<file path="src/rtl/viterbi_pkg.sv">
// Shared encoder/decoder definitions: FSM states, configuration decode, lane sizes.
package viterbi_pkg;

  localparam int SOFT_LANE_W = 4;
  localparam int MAX_POLY    = 6;

  typedef enum logic [1:0] {
    ST_IDLE = 2'd0,
    ST_DATA = 2'd1,
    ST_TAIL = 2'd2
  } enc_state_t;

  // register_num code -> memory depth m (00->6 ... 11->3)
  function automatic logic [2:0] decode_m(input logic [1:0] code);
    return 3'd6 - {1'b0, code};
  endfunction

  // valid_polynomials code -> number of active outputs n
  function automatic logic [2:0] decode_n(input logic [2:0] code);
    case (code)
      3'b000:  return 3'd6;
      3'b001:  return 3'd5;
      3'b010:  return 3'd4;
      3'b011:  return 3'd3;
      default: return 3'd2;
    endcase
  endfunction

endpackage

</file>
<file path="src/rtl/conv_enc_parity.sv">
// One codeword bit: masked XOR of the tap vector against a generator polynomial.
module conv_enc_parity (
  input  logic [7:0] taps,
  input  logic [7:0] poly,
  input  logic [7:0] mask,
  output logic       parity
);

  assign parity = ^(taps & poly & mask);

endmodule

</file>
<file path="src/rtl/conv_encoder.sv">
// Rate-1/n feed-forward convolutional encoder with antipodal soft output.
// Define CONV_ENC_TAIL_EN to enable zero-tail termination (TAIL state).
module conv_encoder
  import viterbi_pkg::*;
#(
  parameter int SOFT_MAG = 7
) (
  input  logic        clk_i,
  input  logic        rst_an_i,
  input  logic        rst_sync_i,
  input  logic        start_i,
  input  logic [1:0]  register_num_i,
  input  logic [2:0]  valid_polynomials_i,
  input  logic [7:0]  polynomial1_i,
  input  logic [7:0]  polynomial2_i,
  input  logic [7:0]  polynomial3_i,
  input  logic [7:0]  polynomial4_i,
  input  logic [7:0]  polynomial5_i,
  input  logic [7:0]  polynomial6_i,
  input  logic        data_i,
  input  logic        data_valid_i,
  input  logic        data_last_i,
  output logic        data_ready_o,
  output logic [5:0]  code_o,
  output logic [23:0] soft_o,
  output logic        code_valid_o,
  input  logic        code_ready_i,
  output logic        frame_done_o,
  output logic        busy_o
);

  localparam int SOFT_W = MAX_POLY * SOFT_LANE_W;

  enc_state_t state, state_nxt;

  logic [1:0]        reg_code;
  logic [2:0]        vp_code;
  logic [7:0]        poly_q  [MAX_POLY];
  logic [7:0]        poly_in [MAX_POLY];
  logic [5:0]        s_q;
  logic [2:0]        tail_cnt;
  logic [5:0]        code_q;
  logic [SOFT_W-1:0] soft_q;
  logic              code_vld;
  logic              last_q;

  logic [2:0]        m;
  logic [2:0]        n;
  logic [7:0]        mask;
  logic [7:0]        taps;
  logic [MAX_POLY-1:0] par;
  logic [5:0]        code_nxt;
  logic [SOFT_W-1:0] soft_nxt;
  logic              advance;
  logic              accept;
  logic              tail_step;
  logic              load;
  logic              word_last;
  logic              u;

  function automatic logic [SOFT_LANE_W-1:0] soft_lane(input logic c, input logic act);
    logic signed [SOFT_LANE_W-1:0] mag;
    mag = SOFT_LANE_W'(SOFT_MAG);
    if (!act) return '0;
    return c ? mag : -mag;
  endfunction

  assign poly_in = '{polynomial1_i, polynomial2_i, polynomial3_i,
                     polynomial4_i, polynomial5_i, polynomial6_i};

  assign m       = decode_m(reg_code);
  assign n       = decode_n(vp_code);
  assign mask    = (8'd2 << m) - 8'd1;
  assign advance = !code_vld || code_ready_i;
  assign load    = accept || tail_step;
  // Tail words are generated from a zero input to flush the shift state
  assign u       = (state == ST_TAIL) ? 1'b0 : data_i;
  assign taps    = {1'b0, s_q, u};

  for (genvar j = 0; j < MAX_POLY; j++) begin : g_par
    conv_enc_parity u_parity (
      .taps   (taps),
      .poly   (poly_q[j]),
      .mask   (mask),
      .parity (par[j])
    );
  end

  always_comb begin
    code_nxt = '0;
    soft_nxt = '0;
    for (int j = 0; j < MAX_POLY; j++) begin
      code_nxt[j] = par[j] && (3'(j) < n);
      soft_nxt[j*SOFT_LANE_W +: SOFT_LANE_W] = soft_lane(par[j], 3'(j) < n);
    end
  end

  always_comb begin
    state_nxt    = state;
    data_ready_o = 1'b0;
    accept       = 1'b0;
    tail_step    = 1'b0;
    word_last    = 1'b0;
    case (state)
      ST_IDLE: begin
        if (start_i) state_nxt = ST_DATA;
      end
      ST_DATA: begin
        data_ready_o = advance;
        accept       = data_valid_i && advance;
        if (accept && data_last_i) begin
`ifdef CONV_ENC_TAIL_EN
          state_nxt = ST_TAIL;
`else
          state_nxt = ST_IDLE;
          word_last = 1'b1;
`endif
        end
      end
      ST_TAIL: begin
        tail_step = advance;
        if (tail_step && (tail_cnt == m - 3'd1)) begin
          state_nxt = ST_IDLE;
          word_last = 1'b1;
        end
      end
      default: state_nxt = ST_IDLE;
    endcase
  end

  always_ff @(posedge clk_i or negedge rst_an_i) begin
    if (!rst_an_i)       state <= ST_IDLE;
    else if (rst_sync_i) state <= ST_IDLE;
    else                 state <= state_nxt;
  end

  // Configuration latch, shift state and the single output register stage
  always_ff @(posedge clk_i or negedge rst_an_i) begin
    if (!rst_an_i) begin
      reg_code <= '0;
      vp_code  <= '0;
      for (int j = 0; j < MAX_POLY; j++) poly_q[j] <= '0;
      s_q      <= '0;
      tail_cnt <= '0;
      code_q   <= '0;
      soft_q   <= '0;
      code_vld <= 1'b0;
      last_q   <= 1'b0;
    end else if (rst_sync_i) begin
      reg_code <= '0;
      vp_code  <= '0;
      for (int j = 0; j < MAX_POLY; j++) poly_q[j] <= '0;
      s_q      <= '0;
      tail_cnt <= '0;
      code_q   <= '0;
      soft_q   <= '0;
      code_vld <= 1'b0;
      last_q   <= 1'b0;
    end else begin
      if ((state == ST_IDLE) && start_i) begin
        reg_code <= register_num_i;
        vp_code  <= valid_polynomials_i;
        for (int j = 0; j < MAX_POLY; j++) poly_q[j] <= poly_in[j];
        s_q      <= '0;
        tail_cnt <= '0;
      end else if (load) begin
        s_q <= {s_q[4:0], u};
        if (tail_step) tail_cnt <= tail_cnt + 3'd1;
      end

      if (load) begin
        code_q   <= code_nxt;
        soft_q   <= soft_nxt;
        code_vld <= 1'b1;
        last_q   <= word_last;
      end else if (code_ready_i) begin
        code_vld <= 1'b0;
        last_q   <= 1'b0;
      end
    end
  end

  assign code_o       = code_q;
  assign soft_o       = soft_q;
  assign code_valid_o = code_vld;
  assign frame_done_o = code_vld && code_ready_i && last_q;
  assign busy_o       = (state != ST_IDLE);

endmodule
</file>
<file path="config.mk">
export PLATFORM = sky130hd
export DESIGN_NAME = conv_encoder
export DESIGN_NICKNAME = d
export VERILOG_FILES = /design/src/rtl/viterbi_pkg.sv /design/src/rtl/conv_enc_parity.sv /design/src/rtl/conv_encoder.sv
export SDC_FILE = /design/constraint.sdc
export NUM_CORES = 1
export LEC_CHECK = 0
export ABC_AREA = 1
export ABC_CLOCK_PERIOD_IN_PS = 2600
export CAP_MARGIN = 15
export CORE_ASPECT_RATIO = 1.5
export CORE_MARGIN = 5
export CORE_UTILIZATION = 55
export DETAILED_ROUTE_END_ITERATION = 12
export GPL_ROUTABILITY_DRIVEN = 0
export PLACE_DENSITY = 0.86
export SLEW_MARGIN = 20
export SYNTH_ARGS = -nofsm -noshare
export SYNTH_HDL_FRONTEND = slang
export SYNTH_SLANG_ARGS = --single-unit
</file>
<file path="constraint.sdc">
create_clock -name clk_i -period 2.6 [get_ports clk_i]
set_clock_uncertainty 0.2 [all_clocks]
set_input_delay 0.78 -clock clk_i [delete_from_list [all_inputs] [get_ports clk_i]]
set_output_delay 0.78 -clock clk_i [all_outputs]
set_load 0.02 [all_outputs]
</file>
==> results of run 1 <==
-- registers in the layout, summed over array words and instances (netlist names) --
name,count
code_valid_o,1
last_q,1
vp_code,3
s_q,6
poly_q,42
code_o,6
soft_o,12
reg_code,2
state,1
-- cell type report --
cell class | count | area share
Clock inverter | 2 | 0.002283
Tap cell | 102 | 0.02328
Sequential cell | 74 | 0.3378
Timing Repair Buffer | 99 | 0.1840
Multi-Input combinational cell | 406 | 0.3383
Clock buffer | 13 | 0.04748
Inverter | 97 | 0.06688
-- cells in the final DEF, fill, tap and decap left out --
cell type and instances:
a21o_1 1, buf_12 4, buf_4 9, clkbuf_1 2, clkbuf_16 9, clkbuf_8 2
clkdlybuf4s15_2 1, clkdlybuf4s50_1 84, clkinv_2 1, clkinvlp_4 1, dfrtp_1 74, dlygate4sd2_1 1
inv_1 91, inv_2 5, inv_4 1, nand2_1 211, nand2_2 1, nand2_4 2
nand3_1 106, nand3_2 9, nand3_4 1, nand4_1 2, nor2_1 10, nor2_2 2
nor2_4 2, nor3_1 2, o21ai_0 54, o31ai_1 3
-- per-layer routing --
| metal | share of wire | vias to the layer above | wire, um |
|---|---|---|---|
| met5 | 0 | - | 0 |
| met4 | 0.051 | 0 | 563 |
| met3 | 0.069 | 42 | 764 |
| met2 | 0.51 | 180 | 5720 |
| met1 | 0.37 | 1947 | 4076 |
| li1 | - | 2072 | - |
-- path summary, 6_finish.rpt --
check | start | end | cells past startpoint
max reg2reg | s_q[2]$_DFFE_PN0P_ | code_o[3]$_DFFE_PN0P_ | 11
max | code_ready_i | data_ready_o | 6
min reg2reg | vp_code[0]$_DFFE_PN0P_ | soft_o[20]$_DFFE_PN0P_ | 1
min in group clk_i | vp_code[0]$_DFFE_PN0P_ | soft_o[20]$_DFFE_PN0P_ | 1
min | rst_an_i | poly_q[34]$_DFFE_PN0P_ | 1
max in group asynchronous | rst_an_i | soft_o[12]$_DFFE_PN0P_ | 2
-- cells by family after synthesis --
family	after synthesis
AO/OA/AOI/OAI	58
buffers and inverters	131
AND/OR/NAND/NOR	348
flip-flops	74
-- power by group --
part	leakage [nW]	switching (mW)	internal, mW	total (mW)
combinational	1.87	0.213	0.173	0.386
sequential	1.00	0.0511	1.22	1.27
clock	0.132	0.456	0.691	1.15
-- per-stage QoR --
step / cells / worst slack [ns]
after detailed placement: 778 / -0.5631
after global placement: 778 / -0.4995
after global routing: 793 / 0.08965
after floorplan: 611 / 0.3590
after CTS: 793 / 0.1562
final: 793 / 0.1700
-- worst max-delay path, cell delays in order --
cell	delay, ns
dlygate4sd2_1	0.25
inv_1	0.05
nand2_1	0.08
inv_1	0.06
nor2_1	0.08
buf_4	0.15
==> summary.md, run 1 <==
| Metric | Value |
|---|---|
| FF+latch count, synth | `74` |
| Relative slew slack | `0.6853` |
| Xor and xnor area share after synthesis | `0` |
| Met3 usage | `0.03675` |
| Filler cells | `610` |
| Die Span Y | `117.8 um` |
| Std cell rows | `39` |
| Gr busiest metal | `met2` |
| CTS root buf | `clkbuf_16` |
| Area Growth Syn to Fin | `28.59%` |
| GR Overflow Total | `0` |
| Residual DRC | `0` |
| Multi-input logic area | `1854 um2` |
| WP data required | `1.62 ns` |
| Via Count | `4,241` |
| Synth Area in Adders | `0` |
| Type of origin of the critical path | `input port` |
| Antenna violation net count after detailed routing | `0` |
| Tightest Pin Transition | `0.4721 ns` |
| Register area share after synthesis | `0.4344` |
| Crit Path Max Fanout | `3` |
| PD cells | `511.5 nW/um2` |
| Avg Cell Area, Syn | `6.977 um2` |
| Die ar. | `9648 um2` |
| I/O Pins | `95` |
| Clock Path Buffers | `2` |
| Initial antenna violation count | `0` |
| Hpwl dp | `7877 um` |
| Highest clock rate | `0.4115 GHz` |
| Vias in the first global route | `4,077` |
| M2 GR Usage | `0.4135` |
| Yosys synthesis warning count | `0` |
| Core Region | `7612 um2` |
| Tcrit/Tclk final | `0.9346` |
| Synth unique cells | `22` |
| Flop-to-flop setup slack | `0.83 ns` |
| Ys async rst share | `1.000` |
| Leakage power | `3.002 nW` |
| Mux share of post-synthesis cell area | `0` |
| Crit Path Category | `input port to output pin` |
| TritonCTS clock tree | `done` |
| Final-report setup violation count | `0` |
| Core Util, Final | `0.7201` |
| Share of post-route cells with drive strength above 1 | `0.07236` |
| Min-Delay Path Class | `input port to asynchronous set/reset pin` |
| I/O Buffers | `88` |
| Initial drt markers | `464` |
| Pwr Total | `2.804 mW` |
| Complex-gate fraction of the synthesized area | `0.07044` |
| Setup TNS Final | `0 ns` |
| Largest area contributor in the synthesized netlist | `dfrtp_1` |
| Synthesized area | `4263 um2` |
| Most numerous cell in the Yosys netlist | `nand2_1` |
| Final hold violation count | `0` |
| Synthesized Nets | `672` |
| Simple-gate area share of the yosys netlist | `0.3645` |
| Crit end category | `output pin` |
| Worst VDD drop | `0.3354 mV` |
| Area after DPL | `5211 um2` |
| Crit path DAT | `1.45 ns` |
| Nets | `748` |
| Post-CTS sizing | `9` |
| H-Tree Depth | `3` |
| Ant diodes | `0` |
| Tmin final | `2.430 ns` |
| Total track usage | `0.2428` |
| RSZ-0062 raised after global routing | `no` |
| Top_reg_cell synth | `dfrtp_1` |
| Vias/cell | `5.348` |
| Yosys top cell area share | `0.4344` |
| Register area | `1852 um2` |
| Outcome | `complete, no violations` |
| Cells after Synth | `611` |
| Slew Viols, Final | `0` |
| First-pass GRT wire length | `18,120 um` |
| Final WL | `11,120 um` |
| Maxcap violations | `0` |
| Clk_lat worst skew | `0.34 ns` |
| Cts hold-fix bufs | `0` |
| Initial cell density of the core | `0.5600` |
| # Post-CTS Setup Buffers | `0` |
| DRT Pass-1 Iters | `6` |
| Main combinational cell family by area after synthesis | `simple AND/OR/NAND/NOR gates` |
| Routed len/inst | `14.03 um` |
| Post-synth EDFFs | `0` |
| CTS buffer count | `9` |
| CTS Sinks | `74` |
| GR Util met1 | `0.2677` |
| Die width | `81.88 um` |
| Min Hold Slack | `0.1856 ns` |
| Clk pin slew, worst setup/hold paths | `0.05 ns` |
| Top cells by count, synth | `nand2_1 (211), nand3_1 (106), inv_1 (91)` |
| Fin area | `5482 um2` |
| Top cells by area, synth | `dfrtp_1 (43%), nand2_1 (19%), nand3_1 (12%)` |
| Largest net degree at the start of global routing | `49` |
(Power assumes the default switching activity.)
==> inputs of run 2 (changes only) <==
- ABC_CLOCK_PERIOD_IN_PS: 2600 -> 2570
- CORE_UTILIZATION: 55 -> 51
- PLACE_DENSITY: 0.86 -> 0.81
- clock period: 2.6 -> 2.57 ns (I/O delays scaled with it)
==> run 2 against run 1 <==
Die area is 7.0% higher. Critical path depth stayed put. Clock power is 8% higher. Largest cell class unchanged. Highest routed layer unchanged.
==> summary.md, run 2 (synthesis gave the netlist of run 1 again) <==
| Metric | Value |
|---|---|
| Outcome | `complete, no violations` |
| Core Region | `8310 um2` |
| Crit Path Category | `input port to output pin` |
| Final hold violation count | `0` |
| Pre-CTS setup slack | `-0.5405 ns` |
| Std cell rows | `41` |
| Maxcap violations | `0` |
| Clk network pwr share | `0.425` |
| I/O Buffers | `88` |
| Cts hold-fix bufs | `0` |
| Tcrit/Tclk final | `0.9261` |
| PD cells | `527.2 nW/um2` |
| Setup WS post-layout | `0.1900 ns` |
| Final-report setup violation count | `0` |
| Met3 usage | `0.03383` |
| Largest Register | `poly_q` |
| Commonest non-fill, non-tap cell in the layout | `nand2_1` |
| Die width | `84.65 um` |
| Via Count | `4,204` |
| Internal power | `2.194 mW` |
| Switching Power | `0.7194 mW` |
| DRT Pass-1 Iters | `7` |
| Tmin final | `2.380 ns` |
| Hpwl dp | `7813 um` |
| Tightest Pin Transition | `0.5977 ns` |
| I/O Pins | `95` |
| Crit end category | `output pin` |
| Residual DRC | `0` |
| Worst VDD drop | `0.4477 mV` |
| CTS Sinks | `74` |
| Most frequent cells in the layout | `nand2_1 (211), nand3_1 (106), inv_1 (91)` |
| Clk pin slew, worst setup/hold paths | `0.05 ns` |
| Antenna violation net count after detailed routing | `0` |
| First-pass GRT wire length | `17,880 um` |
| Comb pwr share | `0.134` |
| Nets | `752` |
| Area Growth Syn to Fin | `29.64%` |
| Min-Delay Path Class | `input port to asynchronous set/reset pin` |
| WP data required | `1.60 ns` |
| Initial drt markers | `312` |
| H-Tree Depth | `3` |
| Flop-to-flop setup slack | `0.80 ns` |
| Share of post-route cells with drive strength above 1 | `0.08046` |
| GR Overflow Total | `0` |
| Initial antenna violation count | `0` |
| Slew Viols, Final | `0` |
| Clk_lat worst skew | `0.34 ns` |
| Max reg flops | `42` |
| RSZ-0062 raised after global routing | `no` |
| Crit path DAT | `1.41 ns` |
| GR Util met1 | `0.2295` |
| M2 GR Usage | `0.3975` |
| Vias in the first global route | `4,080` |
| Largest net degree at the start of global routing | `75` |
| TritonCTS clock tree | `done` |
| # Post-CTS Setup Buffers | `0` |
| Core Util, Final | `0.6650` |
| Post-CTS sizing | `10` |
| Sw Ratio | `0.2469` |
| Die Span Y | `122.0 um` |
| Highest clock rate | `0.4202 GHz` |
| Final WL | `10,730 um` |
| Total track usage | `0.2159` |
| Type of origin of the critical path | `input port` |
| CTS root buf | `clkbuf_16` |
| Vias/cell | `5.235` |
| Clock Path Buffers | `2` |
| Reg power frac | `0.442` |
| CTS buffer count | `9` |
| Min Hold Slack | `0.2376 ns` |
| Crit Path Max Fanout | `3` |
| Gr busiest metal | `met2` |
| Routed len/inst | `13.36 um` |
| Initial cell density of the core | `0.5129` |
| Ant diodes | `0` |
| Die ar. | `10,320 um2` |
| Relative slew slack | `0.6011` |
| Leakage power | `3.037 nW` |
run 2: cell types whose count changed in the layout (fill, tap and decap cells not counted):
cell             change
buf_12               -1
buf_2                +2
buf_4                +4
clkbuf_1             -1
clkbuf_8             +3
clkdlybuf4s15_2      -1
clkinvlp_4           -1
run 2: final cells by class:
cell class,instances,area (um2)
inverter,97,366.6
fill,717,2784
sequential,74,1852
clock inverter,1,5.005
timing repair buffer,103,1017
tap,107,133.9
clock buffer,15,297.8
multi-input combinational,406,1854
run 2: worst max-delay path: stages:
cell and delay, ns:
dlygate4sd2_1 0.24, inv_1 0.05, nand2_1 0.07, inv_1 0.05, nor2_1 0.09, buf_4 0.15
run 2: layer usage:
metal,wire length (um),share of wire
met5,0,0
met4,481,0.045
met3,610,0.057
met2,5713,0.53
met1,3923,0.37
run 2: worst paths after layout:
| kind | start | end | cells after the start |
|---|---|---|---|
| max in group asynchronous | rst_an_i | reg_code[0]$_DFFE_PN0P_ | 2 |
| hold / removal | rst_an_i | poly_q[26]$_DFFE_PN0P_ | 2 |
| hold reg to reg | vp_code[0]$_DFFE_PN0P_ | soft_o[20]$_DFFE_PN0P_ | 1 |
| setup reg to reg | code_valid_o$_DFFE_PN0P_ | s_q[1]$_DFFE_PN0P_ | 7 |
| min in group clk_i | vp_code[0]$_DFFE_PN0P_ | soft_o[20]$_DFFE_PN0P_ | 1 |
| setup / recovery | code_ready_i | data_ready_o | 6 |
run 2: per-stage QoR:
| stage | power (mW) | setup TNS, ns | instances | instance area, um2 |
|---|---|---|---|---|
| global placement | 1.682 | -1.012 | 787 | 5233 |
| global route | 3.022 | 0 | 803 | 5527 |
| finish | 2.914 | 0 | 803 | 5527 |
| floorplan | 1.475 | 0 | 611 | 4263 |
| CTS | 2.936 | 0 | 803 | 5527 |
| detailed placement | 1.696 | -1.365 | 787 | 5233 |
run 2: power groups by stage:
stage                     combinational (mW)  clock, mW  sequential [mW]
after detailed placement               0.391          0             1.31
after floorplan                        0.164          0             1.31
after global placement                 0.380          0             1.30
after global routing                   0.433       1.30             1.29
final                                  0.390       1.24             1.29
after CTS                              0.392       1.26             1.29
